--- src/rtl/elastic_fifo.sv ---
`default_nettype none
// ============================================================================
//  Module      : elastic_fifo
//  Description : Parametrised valid/ready FIFO for CGRA PE and interconnect
//                links. Configurable width and depth, optional registered
//                output stage, occupancy count with almost-full/almost-empty
//                flags, and synchronous flush.
//  Revision    : 1.0 - initial release
// ============================================================================
module elastic_fifo #(
    parameter int DATA_W   = 32,
    parameter int DEPTH    = 32,
    parameter int OUT_REG  = 0,
    parameter int AF_LEVEL = 28,
    parameter int AE_LEVEL = 2,
    localparam int AW      = $clog2(DEPTH),
    localparam int CW      = $clog2(DEPTH + OUT_REG + 1)
) (
    input  logic              clock,
    input  logic              reset,
    input  logic              io_flush,
    input  logic [DATA_W-1:0] io_din,
    input  logic              io_din_v,
    output logic              io_din_r,
    output logic [DATA_W-1:0] io_dout,
    output logic              io_dout_v,
    input  logic              io_dout_r,
    output logic [CW-1:0]     io_count,
    output logic              io_almost_full,
    output logic              io_almost_empty
);

    localparam logic [CW-1:0] c_af_level = CW'(AF_LEVEL);
    localparam logic [CW-1:0] c_ae_level = CW'(AE_LEVEL);
    localparam logic [AW:0]   c_ptr_one  = (AW+1)'(1);
    localparam logic [CW-1:0] c_cnt_one  = CW'(1);

    // Storage array; deliberately not reset.
    logic [DATA_W-1:0] r_mem [DEPTH];

    // Pointers carry one extra MSB so full and empty differ only in that bit.
    logic [AW:0]       r_wr_ptr;
    logic [AW:0]       r_rd_ptr;
    logic [CW-1:0]     r_count;

    logic              w_st_empty;
    logic              w_st_full;
    logic              w_push;
    logic              w_pop;
    logic              w_st_rd;
    logic              w_dout_v;
    logic [DATA_W-1:0] w_dout;
    logic [DATA_W-1:0] w_rd_data;

    assign w_st_empty = (r_wr_ptr == r_rd_ptr);
    assign w_st_full  = (r_wr_ptr[AW] != r_rd_ptr[AW]) &&
                        (r_wr_ptr[AW-1:0] == r_rd_ptr[AW-1:0]);
    assign w_rd_data  = r_mem[r_rd_ptr[AW-1:0]];

    // Ready depends only on storage fullness, never on the consumer.
    assign w_push     = io_din_v & ~w_st_full;
    assign w_pop      = w_dout_v & io_dout_r;

    // Write a pushed word into storage; a flush-cycle push is dropped.
    always_ff @(posedge clock) begin
        if (w_push && !io_flush) begin
            r_mem[r_wr_ptr[AW-1:0]] <= io_din;
        end
    end

    // Advance read/write pointers; flush clears both.
    always_ff @(posedge clock or negedge reset) begin
        if (!reset) begin
            r_wr_ptr <= '0;
            r_rd_ptr <= '0;
        end else if (io_flush) begin
            r_wr_ptr <= '0;
            r_rd_ptr <= '0;
        end else begin
            if (w_push) r_wr_ptr <= r_wr_ptr + c_ptr_one;
            if (w_st_rd) r_rd_ptr <= r_rd_ptr + c_ptr_one;
        end
    end

    // Total occupancy (storage plus output stage), moved by external handshakes.
    always_ff @(posedge clock or negedge reset) begin
        if (!reset) begin
            r_count <= '0;
        end else if (io_flush) begin
            r_count <= '0;
        end else begin
            case ({w_push, w_pop})
                2'b10:   r_count <= r_count + c_cnt_one;
                2'b01:   r_count <= r_count - c_cnt_one;
                default: r_count <= r_count;
            endcase
        end
    end

    generate
        if (OUT_REG == 0) begin : g_fwft
            // Head of storage is presented directly; masked to zero when empty
            // so the data bus reads as zero out of reset.
            assign w_dout_v = ~w_st_empty;
            assign w_dout   = w_st_empty ? '0 : w_rd_data;
            assign w_st_rd  = w_pop;
        end else begin : g_out_reg
            logic              r_out_v;
            logic [DATA_W-1:0] r_out_data;
            logic              w_load;

            // Refill the output stage whenever it is empty or being drained.
            assign w_load = ~w_st_empty & (~r_out_v | io_dout_r);

            // Output stage register: loads from storage head, clears on pop.
            always_ff @(posedge clock or negedge reset) begin
                if (!reset) begin
                    r_out_v    <= 1'b0;
                    r_out_data <= '0;
                end else if (io_flush) begin
                    r_out_v    <= 1'b0;
                    r_out_data <= '0;
                end else if (w_load) begin
                    r_out_v    <= 1'b1;
                    r_out_data <= w_rd_data;
                end else if (w_pop) begin
                    r_out_v    <= 1'b0;
                end
            end

            assign w_dout_v = r_out_v;
            assign w_dout   = r_out_data;
            assign w_st_rd  = w_load;
        end
    endgenerate

    assign io_din_r        = ~w_st_full;
    assign io_dout         = w_dout;
    assign io_dout_v       = w_dout_v;
    assign io_count        = r_count;
    assign io_almost_full  = (r_count >= c_af_level);
    assign io_almost_empty = (r_count <= c_ae_level);

endmodule
`default_nettype wire

--- config.mk ---
export PLATFORM = sky130hd
export DESIGN_NAME = elastic_fifo
export DESIGN_NICKNAME = d
export VERILOG_FILES = /design/src/rtl/elastic_fifo.sv
export SDC_FILE = /design/constraint.sdc
export NUM_CORES = 1
export LEC_CHECK = 0
export BUFFER_PORTS_ARGS = -buffer_cell sky130_fd_sc_hd__buf_2
export CORE_MARGIN = 3
export CORE_UTILIZATION = 50
export CTS_CLUSTER_SIZE = 10
export DETAILED_ROUTE_END_ITERATION = 16
export PLACE_DENSITY_LB_ADDON = 0.2
export SYNTH_ARGS = -nofsm -noshare
export SYNTH_HDL_FRONTEND = slang
export SYNTH_SLANG_ARGS = --single-unit
--- constraint.sdc ---
create_clock -name clock -period 4 [get_ports clock]
set_input_delay 0.4 -clock clock [delete_from_list [all_inputs] [get_ports clock]]
set_output_delay 0.4 -clock clock [all_outputs]
set_load 0.05 [all_outputs]
; ---- After elaboration in Yosys (flattened, before gate mapping)
; Memories as Yosys holds them, arrays and structs flattened.
; Cells that the tools add are included.
[totals]
register_bits = 18
mem_count = 1
out_inout_bits = 42
word_cells = 34
ramBits = 1024
in_bits = 37
[op_classes]
addsub = 4
muxes = 9
bitwise = 4
n_eq_ne = 5
order_cmp = 2
n_reduce_logical = 6
[memory_table]
columns = memory, words, width, rd, rd_ports_with_merged_regs, write_ports, line_no
row1 = r_mem, 32, 32, 1, 0, 1, 39  ; logic [DATA_W-1:0] r_mem [DEPTH];
[op_table]
columns = op, n
row1 = $mux W32, 1
row2 = $mux W6, 5
row3 = $add A6 B1 Y6 const B, 3
row4 = $pmux W6 S2, 1
row5 = $eq A6 B6 Y1, 1
row6 = $ge A6 B5 Y1 const B, 1
row7 = $le A6 B2 Y1 const B, 1
row8 = $sub A6 B1 Y6 const B, 1
row9 = $eq A5 B5 Y1, 1
row10 = $reduce_bool A2 Y1, 2
row11 = $reduce_bool A3 Y1, 1
row12 = $and A1 B1 Y1, 2
row13 = $eq A2 B1 Y1 const B, 1
row14 = $eq A2 B2 Y1 const B, 1
row15 = $logic_and A1 B1 Y1, 2
row16 = $mux W1, 2
row17 = $not A1 Y1, 2
row18 = $logic_not A1 Y1, 1
row19 = $ne A1 B1 Y1, 1

; ---- Logic depth before layout (Yosys ltp)
; Gate-level depths: netlist (run 1).
[logic_depth]
word_depth = 7
mapped_depth = 13

; ---- Least setup slack after synthesis (run 1)
; No wires, ideal clock.
[synth_timing]
kind = register to register
from = register r_rd_ptr[1]
to = memory r_mem[30][0], enable pin
n_path_buf = 1
path_stages_with_launch = 8
setup_slack_ps = 718
required_time_ps = 3579
synth_period_minus_slack_ps = 3282
setup_time_ps = 421
arrival_time_ps = 2861
cell_sequence = dfrtp_1 > buf_2 > xnor2_1 > nand3_1 > or2_2 > and3b_1 > nand2_1 > nor2_1
[synth_via]
elab_chain_len = 7
[synth_lines]
columns = item, line_no
row1 = from (decl), 43  ; logic [AW:0] r_rd_ptr;
row2 = from (signal assigned), 81  ; if (w_st_rd) r_rd_ptr <= r_rd_ptr + c_ptr_one;
row3 = $eq A5 B5 Y1, 57  ; (r_wr_ptr[AW-1:0] == r_rd_ptr[AW-1:0]);
row4 = $logic_and A1 B1 Y1, 56  ; assign w_st_full = (r_wr_ptr[AW] != r_rd_ptr[AW]) &&
row5 = $not A1 Y1, -
row6 = net io_din_r, 24  ; output logic io_din_r,
row7 = $and A1 B1 Y1, 61  ; assign w_push = io_din_v & ~w_st_full;
row8 = $logic_and A1 B1 Y1, 66  ; if (w_push && !io_flush) begin
row9 = $mux W1, 66
row10 = $mux W1 (not written as such), 67  ; r_mem[r_wr_ptr[AW-1:0]] <= io_din;
row11 = to (decl), 39
; The timed path passes the listed nets, and every way through them passes these cells.

; ---- Final worst setup path (run 1)
[layout_timing]
from = register r_rd_ptr[0]
to = output port io_dout[15]
[layout_via]
elab_chain_len = 2
[layout_lines]
columns = item, line_no
row1 = $mem_v2 Z32 W32 or $eq A6 B6 Y1 (tied branches), -
row2 = $mux W32 (*), 105  ; assign w_dout = w_st_empty ? '0 : w_rd_data;
row3 = to (decl), 25  ; output logic [DATA_W-1:0] io_dout,
; Every way passes the cells marked *; elsewhere a longest branch is shown, timed or not.

==> impl_metrics.csv, run 1 <==
group,metric,value,unit
clock_tree,cts.path.max_buffers,3,
timing,slew_violations,0,
floorplanning,floorplan.initialDensity,50.7,%
grt,first_pass_grt_wire_length,134,mm
route,total_iterations_of_the_first_detailed_routing_run,5,
setup_path,critPathLaunchType,"flip-flop",
power_and_ir_drop,total_power_consumption_of_the_routed_design,24.6,mW
setup_path,timing.rr.start,"r_rd_ptr[0]",
synth,synthesis.yosys.warnings,0,
route,route.detailed.vias_per_inst,6.27,
setup_path,worst-path-max-fanout,15,
timing,rsz0062_at_grt,"false",
clock_tree,clkLatencyLatePin,670,ps
synth,postSynth.asyncResetShare,1.73,%
power_and_ir_drop,netSwitchingPower,5.75,mW
status,status,"complete, no violations",
timing,period_share,94.1,%
route,detail-route-antenna-nets,0,
synth,synth_enable_flop_cells,1024,
synth,netlist.top_cell.by_area,"edfxtp_1",
synth,syn-num-nets,1737,
floorplanning,io_pins,79,
setup_path,timing.rr.end,"io_count[5]",
hold_path,hp-start,"io_flush",
power_and_ir_drop,vdd.ir_drop.worst,0.412,mV
clock_tree,tritoncts,"yes",
setup_path,crit_chain,"xnor2_1 -> nand3b_1 -> or2_1 -> nand2b_2 -> buf_4 -> o22ai_1 -> buf_2",
finish,most_common_cell_after_layout_fill_and_taps_aside,"edfxtp_1",
hold_path,min_delay_endpoint,"io_count[4]",
grt,global_route.usage.total,22.4,%
route,drcViolationCount,0,
grt,grt_start_max_net_pins,139,
timing,finalHoldViolations,0,
floorplanning,dieHeight,290,microns
grt,globalRoute.totalOverflow,0,
clock_tree,post_cts.resized_instances,0,
route,route.final.wire_length,91.6,mm
route,dr.first_iter.drc_count,2143,
timing,finalSetupViolCount,0,
setup_path,critPathSlowestCell,"dfrtp_4",
setup_path,reg2reg_setup_slack,780,ps
finish,layout.cells.most_common_list,"edfxtp_1 (1024), mux4_2 (320), clkbuf_16 (119)",
route,dr_total_vias,18500,
finish,final.fill_count,5691,
power_and_ir_drop,pwr-share-comb,13.3,%
timing,fin_tns_setup,0,ps
setup_path,timing.critical_path.to_type,"primary output",
setup_path,crit_path_max_incr_delay,630,ps
power_and_ir_drop,power.internal,18.8,mW
synth,synthDistinctLibCells,41,
timing,max_slew_margin_vs_limit,37.4,%
floorplanning,dieArea,0.0840,sq mm
clock_tree,htree_levels,3,
synth,yosys-top-cells-area,"edfxtp_1 (76%), mux4_2 (18%), dfrtp_1 (1.1%)",
floorplanning,die-width,290,microns
clock_tree,root_buffer,"clkbuf_16",
timing,final_period_minus_worst_setup_slack,3760,ps
finish,final_net_count,1912,
power_and_ir_drop,static-leakage-power,14.1,nW
floorplanning,placeableCoreArea,0.0794,sq mm
finish,synthesis_to_finish_area_growth,13.3,%
route,wl_per_cell,31.1,microns
placed_design,place.gp.congestion,0.745,
placed_design,place.detailed.hpwl,47.3,mm
grt,first_global_vias,19000,
power_and_ir_drop,power_per_cell_area,538,mW/mm^2
synth,synth.cell_area,0.0403,sq mm
setup_path,timing.critical_path.arrival,3360,ps
timing,fmaxAchievable,0.266,GHz
floorplanning,num_rows,103,
power_and_ir_drop,clock_power_share,37.4,%
synth,mean_syn_cell_area,23.8,sq um
timing,worst-slew-pin-transition,938,ps
run,max_cap_viol_count,0,
clock_tree,cts_post_setup_buffers_inserted,0,
synth,synth_top_area_share,76.4,%
power_and_ir_drop,netSwitchingFraction,23.4,%
synth,syn-instance-count,1690,
timing,finClkSkew,22.2,ps
setup_path,worst_setup_path_startpoint,"r_rd_ptr[0]",
setup_path,ff2ff_path_depth,11,
clock_tree,path_clk_slew,60,ps
hold_path,worstHoldPathCells,2,
setup_path,criticalPathCategory,"reg -> out",
hold_path,min_path_type,"in -> reg",
clock_tree,cts.sinks,1042,
synth,synth-main-ff-cell,"edfxtp_1",
placed_design,place.port_buffers,78,
power_and_ir_drop,seq_power_share,49.4,%
grt,grt_antenna_before_repair,4,
synth,synth-seq-cells,1042,
clock_tree,cts_made_buffers,116,
setup_path,required_time_worst_endpoint,3600,ps
synth,synth-seq-area-share,77.5,%
finish,drive_gt1_share,33.8,%
==> metrics by stage <==
step                worst slack, ps  utilization [%]  cells  hold slack (ps)  area (sq um)
CTS                             169             57.5   2942             96.4         45600
detailed placement              841             53.5   2796              365         42400
global route                   53.9             57.5   2943              131         45600
floorplan                       718                -   1690              104         40300
finish                          236             57.5   2945              138         45600
global placement                791             53.5   2796              360         42400
==> sequential cells by signal (all words and copies together) (netlist names) <==
name and cells:
r_wr_ptr 6, r_rd_ptr 6, r_mem 1024, io_count 6
==> how the worst max path moves through the flow <==
stage,cells past startpoint,endpoint,slack [ps]
detailed placement,11,io_count[5],840
CTS,6,io_dout[5],170
finish,7,io_dout[15],240
global route,6,io_dout[27],50
floorplan,7,r_mem[30][0],720
global placement,11,io_count[5],790
==> power groups by stage <==
stage | clock network (mW) | registers (mW) | logic (mW)
2_1_floorplan | 0 | 12.4 | 2.51
3_3_place_gp | 0 | 12.3 | 3.30
3_5_place_dp | 0 | 12.3 | 3.32
4_1_cts | 9.37 | 12.1 | 3.33
5_1_grt | 9.79 | 12.1 | 3.50
6_report | 9.18 | 12.1 | 3.26
==> kinds of logic after synthesis <==
kind of cell	after synthesis	share of synthesized area [%]
xor+xnor	20	0.435
flops	1042	77.5
fa+ha+maj	10	0.329
simple gates	90	1.01
buf+inv	154	1.95
compound gates	51	0.814
mux	323	18.0
==> worst max-delay path: cells and delay by family (launching register included) <==
| family | cells | cell delay [ps] |
|---|---|---|
| AND/OR/NAND/NOR | 3 | 920 |
| AO/OA/AOI/OAI | 1 | 190 |
| buffers and inverters | 2 | 620 |
| XOR/XNOR | 1 | 310 |
| flip-flops | 1 | 630 |
==> synth_stat cells, types with 2 or more instances <==
cell type / n
edfxtp_1: 1024
mux4_2: 320
nor2_1: 53
inv_1: 40
clkbuf_1: 36
o22ai_1: 32
buf_6: 25
clkinv_1: 20
dfrtp_1: 18
buf_2: 15
xnor2_1: 13
nand2_1: 12
buf_1: 11
ha_1: 9
inv_2: 7
xor2_1: 7
a21oi_1: 5
nand3_1: 4
nand3b_1: 4
nand4_1: 4
a21o_1: 3
mux2i_1: 3
nor3_1: 3
o21ai_0: 3
a211oi_1: 2
o21a_1: 2
==> per-layer routing <==
layer / GRT usage [%] / vias to the layer above / wire (microns)
met5: 0 / - / 13
met2: 34.0 / 807 / 43600
met3: 3.88 / 153 / 6800
met1: 34.1 / 10000 / 39200
met4: 6.43 / 2 / 2030
li1: - / 7488 / -
==> final cells by class <==
type	instances	area [sq um]	share of cell area (%)
Tap cell	1050	1310	2.88
Antenna cell	3	7.51	0.0165
Inverter	67	251	0.551
Clock buffer	139	3080	6.76
Timing Repair Buffer	144	1150	2.52
Clock inverter	6	72.6	0.159
Multi-Input combinational cell	494	8520	18.7
Sequential cell	1042	31200	68.4
==> repair_timing <==
item	in CTS	in global routing
hold buffers	1	0
endpoints found under the setup margin	0	0
endpoints found under the hold margin	18	0
No activity file was read; power rests on OpenSTA's default activity.
==> inputs of run 2 (changes only) <==
- PLACE_DENSITY: default -> 0.65
- PLACE_DENSITY_LB_ADDON: 0.2 -> default
==> run 2 against run 1 <==
  * Sequential cell count stayed put
  * First-iteration DRC count is 1.0% higher
  * Clock-buffer cell count is 6 lower
  * Utilization hardly changed
  * Critical endpoint is now io_dout[31]
  * Design area hardly changed
  * Sequential share of layout area hardly changed
  * Die area stayed put
  * Power is 0.10% lower
  * Critical path depth stayed put
  * Register-to-register slack worse by 90 ps
  * Routed wire length is 1.7% higher
==> impl_metrics.csv, run 2 (synthesized netlist as in run 1, its figures left out) <==
group,metric,value,unit
route,wl_per_cell,31.7,microns
timing,max_slew_margin_vs_limit,16.0,%
floorplanning,dieArea,0.0840,sq mm
timing,period_share,96.0,%
timing,fmaxAchievable,0.260,GHz
route,route.final.wire_length,93.2,mm
timing,slew_violations,0,
finish,final_net_count,1912,
grt,first_pass_grt_wire_length,135,mm
timing,rsz0062_at_grt,"false",
power_and_ir_drop,power_per_cell_area,538,mW/mm^2
grt,first_global_vias,19000,
hold_path,min_path_type,"in -> reg",
timing,hold_slack,130,ps
clock_tree,root_buffer,"clkbuf_16",
clock_tree,cts_made_buffers,115,
timing,finClkSkew,46.7,ps
power_and_ir_drop,static-leakage-power,14.1,nW
setup_path,criticalPathCategory,"reg -> out",
route,drcViolationCount,0,
clock_tree,cts_post_setup_buffers_inserted,0,
hold_path,min_delay_endpoint,"io_count[4]",
grt,global_route.usage.total,22.7,%
finish,final.fill_count,5764,
power_and_ir_drop,vdd.ir_drop.worst,0.398,mV
run,max_cap_viol_count,0,
setup_path,timing.critical_path.arrival,3440,ps
setup_path,required_time_worst_endpoint,3600,ps
floorplanning,io_pins,79,
floorplanning,die-width,290,microns
route,dr_total_vias,18500,
floorplanning,dieHeight,290,microns
placed_design,place.detailed.hpwl,47.1,mm
clock_tree,tritoncts,"yes",
timing,final_period_minus_worst_setup_slack,3840,ps
route,dr.first_iter.drc_count,2165,
power_and_ir_drop,total_power_consumption_of_the_routed_design,24.5,mW
hold_path,worstHoldPathCells,2,
setup_path,reg2reg_setup_slack,690,ps
setup_path,timing.rr.start,"r_wr_ptr[2]",
clock_tree,htree_levels,3,
finish,largest_register_ffs,1024,
setup_path,timing.rr.end,"r_mem[8][10]",
finish,multi_input_comb_area,0.00852,sq mm
status,status,"complete, no violations",
clock_tree,cts.sinks,1042,
route,total_iterations_of_the_first_detailed_routing_run,5,
finish,layout.core_utilization,57.5,%
timing,worst-slew-pin-transition,1260,ps
hold_path,hp-start,"io_flush",
floorplanning,num_rows,103,
placed_design,place.port_buffers,78,
route,detail-route-antenna-nets,0,
finish,layout.cells.most_common_list,"edfxtp_1 (1024), mux4_2 (320), clkbuf_16 (119)",
setup_path,worst-path-max-fanout,31,
finish,synthesis_to_finish_area_growth,13.4,%
floorplanning,placeableCoreArea,0.0794,sq mm
clock_tree,cts.path.max_buffers,3,
floorplanning,floorplan.initialDensity,50.7,%
grt,globalRoute.totalOverflow,0,
timing,fin_tns_setup,0,ps
setup_path,timing.critical_path.to_type,"primary output",
timing,finalSetupViolCount,0,
placed_design,place.gp.congestion,0.751,
clock_tree,path_clk_slew,60,ps
timing,finalHoldViolations,0,
finish,sequential_cell_area,0.0312,sq mm
placed_design,placed_area,0.0424,sq mm
finish,most_common_cell_after_layout_fill_and_taps_aside,"edfxtp_1",
route,route.detailed.vias_per_inst,6.30,
finish,drive_gt1_share,33.6,%
grt,grt_antenna_before_repair,3,
setup_path,ff2ff_path_depth,7,
grt,grt_start_max_net_pins,144,
finish,finalInstanceArea,0.0456,sq mm
clock_tree,clkLatencyLatePin,680,ps
setup_path,critPathLaunchType,"flip-flop",
-- run 2: worst max-delay path by stage --
stage | startpoint | endpoint | depth (start not counted)
final | r_rd_ptr[0] | io_dout[31] | 7
after floorplan | r_rd_ptr[1] | r_mem[30][0] | 7
after detailed placement | r_rd_ptr[0] | io_dout[27] | 7
after CTS | r_rd_ptr[0] | io_dout[13] | 7
after global routing | r_rd_ptr[0] | io_dout[31] | 7
after global placement | r_rd_ptr[0] | io_dout[27] | 7
-- run 2: repair_timing --
item / CTS / global route
resized for setup: 7 / 1
endpoints found under the hold margin: 18 / 0
setup endpoints to repair: 13 / 14
pin swaps: 0 / 0
gates cloned: 1 / 3
hold buffers: 1 / 0
-- run 2: per-layer routing --
layer  global-route usage [%]  wire [microns]
met4                     6.01            1990
met3                     4.48            7270
met1                     33.8           39000
met5                        0              13
met2                     35.1           44900
-- run 2: layout make-up --
class                   count  share of cell area, %
multi-input cells         494                   18.7
clock inverters            10                  0.269
repair buffers            145                   2.73
inverters                  67                  0.551
clock buffers             133                   6.50
diodes                      1                0.00548
well taps                1050                   2.88
flip-flops and latches   1042                   68.4
-- run 2: metrics by stage --
step,worst slack (ps),cells
6_report,160,2942
5_1_grt,44.8,2942
4_1_cts,14.0,2938
3_5_place_dp,572,2793
3_3_place_gp,599,2793
2_1_floorplan,718,1690
-- run 2: worst max-delay path, cell delays in order (launching register included) --
cell	delay (ps)
dfrtp_4	480
buf_16	280
bufbuf_16	460
mux4_2	550
mux4_2	510
inv_2	60
o22ai_1	100
buf_2	260
-- run 2: where the power goes --
part	switching, mW	total [mW]	internal, mW
combinational	1.87	3.37	1.50
clock	3.91	9.07	5.16
sequential	0.0465	12.1	12.1
total	5.83	24.5	18.7
==> inputs of run 3 (changes only) <==
- CTS_BUF_LIST: default -> sky130_fd_sc_hd__clkbuf_8
- clock period: 4 -> 3.7 ns (I/O delays scaled with it)
==> run 3 against run 2 <==
  * Clock power decreased by 0.8%
  * Die area unchanged
  * Design area increased by 2.4%
  * Sequential power increased by 8%
  * Sequential share of layout area decreased by 1.6 points
  * Combinational power increased by 34%
  * Register-to-register slack got worse by 270 ps
  * Global-route usage increased by 1.1 points
  * Critical path depth increased by 2
  * Critical endpoint is now io_dout[22]
==> impl_metrics.csv, run 3 (synthesized netlist as in run 1, its figures left out) <==
group,metric,value,unit
route,detail-route-antenna-nets,0,
setup_path,crit_path_end,"io_dout[22]",
finish,most_common_cell_after_layout_fill_and_taps_aside,"edfxtp_1",
setup_path,timing.rr.start,"r_rd_ptr[0]",
setup_path,crit_path_max_incr_delay,520,ps
setup_path,timing.critical_path.to_type,"primary output",
timing,final_period_minus_worst_setup_slack,3670,ps
grt,globalRoute.totalOverflow,0,
timing,finalSetupViolCount,0,
finish,final_cells,3140,
status,status,"complete, no violations",
route,wl_per_cell,31.9,microns
grt,first_global_vias,19700,
route,route.final.wire_length,100,mm
finish,drive_gt1_share,37.2,%
power_and_ir_drop,power_per_cell_area,569,mW/mm^2
grt,grt_start_max_net_pins,68,
hold_path,worstHoldPathCells,1,
placed_design,place.detailed.instances,2788,
grt,global_route.usage.total,23.8,%
hold_path,min_path_type,"in -> reg",
route,drcViolationCount,0,
floorplanning,dieArea,0.0840,sq mm
clock_tree,tritoncts,"yes",
setup_path,worst-path-max-fanout,7,
setup_path,worst_setup_path_startpoint,"r_rd_ptr[0]",
clock_tree,htree_levels,4,
placed_design,place.gp.congestion,0.742,
floorplanning,floorplan.initialDensity,50.7,%
setup_path,critPathSlowestCell,"mux4_2",
setup_path,reg2reg_setup_slack,420,ps
route,dr.first_iter.drc_count,2391,
timing,slew_violations,0,
placed_design,place.detailed.hpwl,47.6,mm
floorplanning,num_rows,103,
route,dr_total_vias,19300,
timing,fmaxAchievable,0.272,GHz
route,total_iterations_of_the_first_detailed_routing_run,5,
setup_path,ff2ff_path_depth,9,
timing,max_slew_margin_vs_limit,30.8,%
clock_tree,cts.path.max_buffers,3,
floorplanning,die-width,290,microns
floorplanning,placeableCoreArea,0.0794,sq mm
clock_tree,cts_made_buffers,166,
setup_path,timing.rr.end,"r_mem[23][7]",
grt,grt_antenna_before_repair,4,
floorplanning,dieHeight,290,microns
power_and_ir_drop,static-leakage-power,14.7,nW
finish,synthesis_to_finish_area_growth,16.1,%
setup_path,timing.critical_path.arrival,3300,ps
setup_path,critPathLaunchType,"flip-flop",
timing,finClkSkew,39.2,ps
placed_design,placed_area,0.0424,sq mm
timing,rsz0062_at_grt,"true",
clock_tree,root_buffer,"clkbuf_8",
setup_path,crit_chain,"buf_12 -> buf_16 -> buf_16 -> clkbuf_16 -> mux4_2 -> mux4_2 -> inv_1 -> o22ai_1 -> buf_4",
finish,final_net_count,2007,
finish,largest_register_ffs,1024,
clock_tree,cts.sinks,1042,
timing,worst-slew-pin-transition,1040,ps
hold_path,hp-start,"io_din[30]",
setup_path,criticalPathCategory,"reg -> out",
setup_path,required_time_worst_endpoint,3330,ps
clock_tree,clkLatencyLatePin,810,ps
finish,layout.cells.most_common_list,"edfxtp_1 (1024), mux4_2 (320), clkbuf_8 (168)",
finish,finalInstanceArea,0.0467,sq mm
route,route.detailed.vias_per_inst,6.14,
timing,period_share,99.2,%
floorplanning,io_pins,79,
finish,final.fill_count,5700,
timing,finalHoldViolations,0,
power_and_ir_drop,vdd.ir_drop.worst,0.289,mV
placed_design,place.port_buffers,78,
clock_tree,path_clk_slew,60,ps
grt,first_pass_grt_wire_length,139,mm
run,max_cap_viol_count,0,
## run 3: changes by cell type in the layout (fill, tap and decap cells not counted), moves of 6 or more
| cell | delta |
|---|---|
| o22ai_2 | +16 |
| clkbuf_1 | -17 |
| clkbuf_16 | -106 |
| buf_16 | +15 |
| dlygate4sd3_1 | +13 |
| buf_2 | -25 |
| clkinv_1 | +35 |
| buf_4 | +6 |
| inv_2 | +13 |
| clkbuf_8 | +168 |
| buf_6 | +17 |
| o22ai_1 | -17 |
| inv_1 | +43 |
| clkinv_2 | +16 |
## run 3: cell type report
class / instances / area, sq um / area share (%)
Multi-Input combinational cell: 494 / 8650 / 18.5
Inverter: 67 / 251 / 0.538
Antenna cell: 3 / 7.51 / 0.0161
Clock buffer: 168 / 2310 / 4.95
Sequential cell: 1042 / 31200 / 66.8
Tap cell: 1050 / 1310 / 2.81
Timing Repair Buffer: 189 / 2300 / 4.92
Clock inverter: 127 / 697 / 1.49
## run 3: how the worst min path moves through the flow
stage,end,slack (ps)
CTS,r_mem[27][8],5
detailed placement,io_count[2],360
finish,r_mem[1][30],70
floorplan,io_count[0],70
global route,r_mem[27][8],40
global placement,io_count[3],330
## run 3: per-stage QoR
step / worst slack (ps) / total power [mW] / hold WS [ps] / setup TNS (ps) / utilization, %
after CTS: -38.0 / 26.2 / 4.98 / -99.1 / 58.0
final: 29.3 / 26.6 / 71.4 / 0 / 58.9
after global placement: 493 / 16.9 / 335 / 0 / 53.4
after detailed placement: 528 / 16.9 / 360 / 0 / 53.4
after global routing: -79.3 / 27.6 / 38.6 / -431 / 58.9
after floorplan: 418 / 16.1 / 74.4 / 0 / -
## run 3: metal layers
layer | vias up | wire length (microns) | GRT usage, %
li1 | 7747 | - | -
met1 | 10500 | 40800 | 34.9
met2 | 953 | 48000 | 36.4
met3 | 135 | 9530 | 5.83
met4 | 0 | 1760 | 6.12
met5 | - | 0 | 0
## run 3: where the power goes
group          total [mW]  leakage, nW  switching, mW  internal, mW
clock network        9.00         1.74           4.47          4.53
registers            13.1         9.45         0.0480          13.0
logic                4.52         3.54           2.36          2.16
## run 3: repair_timing
item	4_1_cts	5_1_grt
hold buffers	14	0
endpoints found under the setup margin	32	23
pin swaps	0	1
hold endpoints to repair	155	0
setup buffers	5	7
gates resized for setup	36	76
cloned	11	17
## run 3: critical path, delay by kind of cell (launching register included)
family | cells | cell delay (ps)
compound gates | 1 | 70
mux | 2 | 990
buf+inv | 6 | 900
flops | 1 | 500
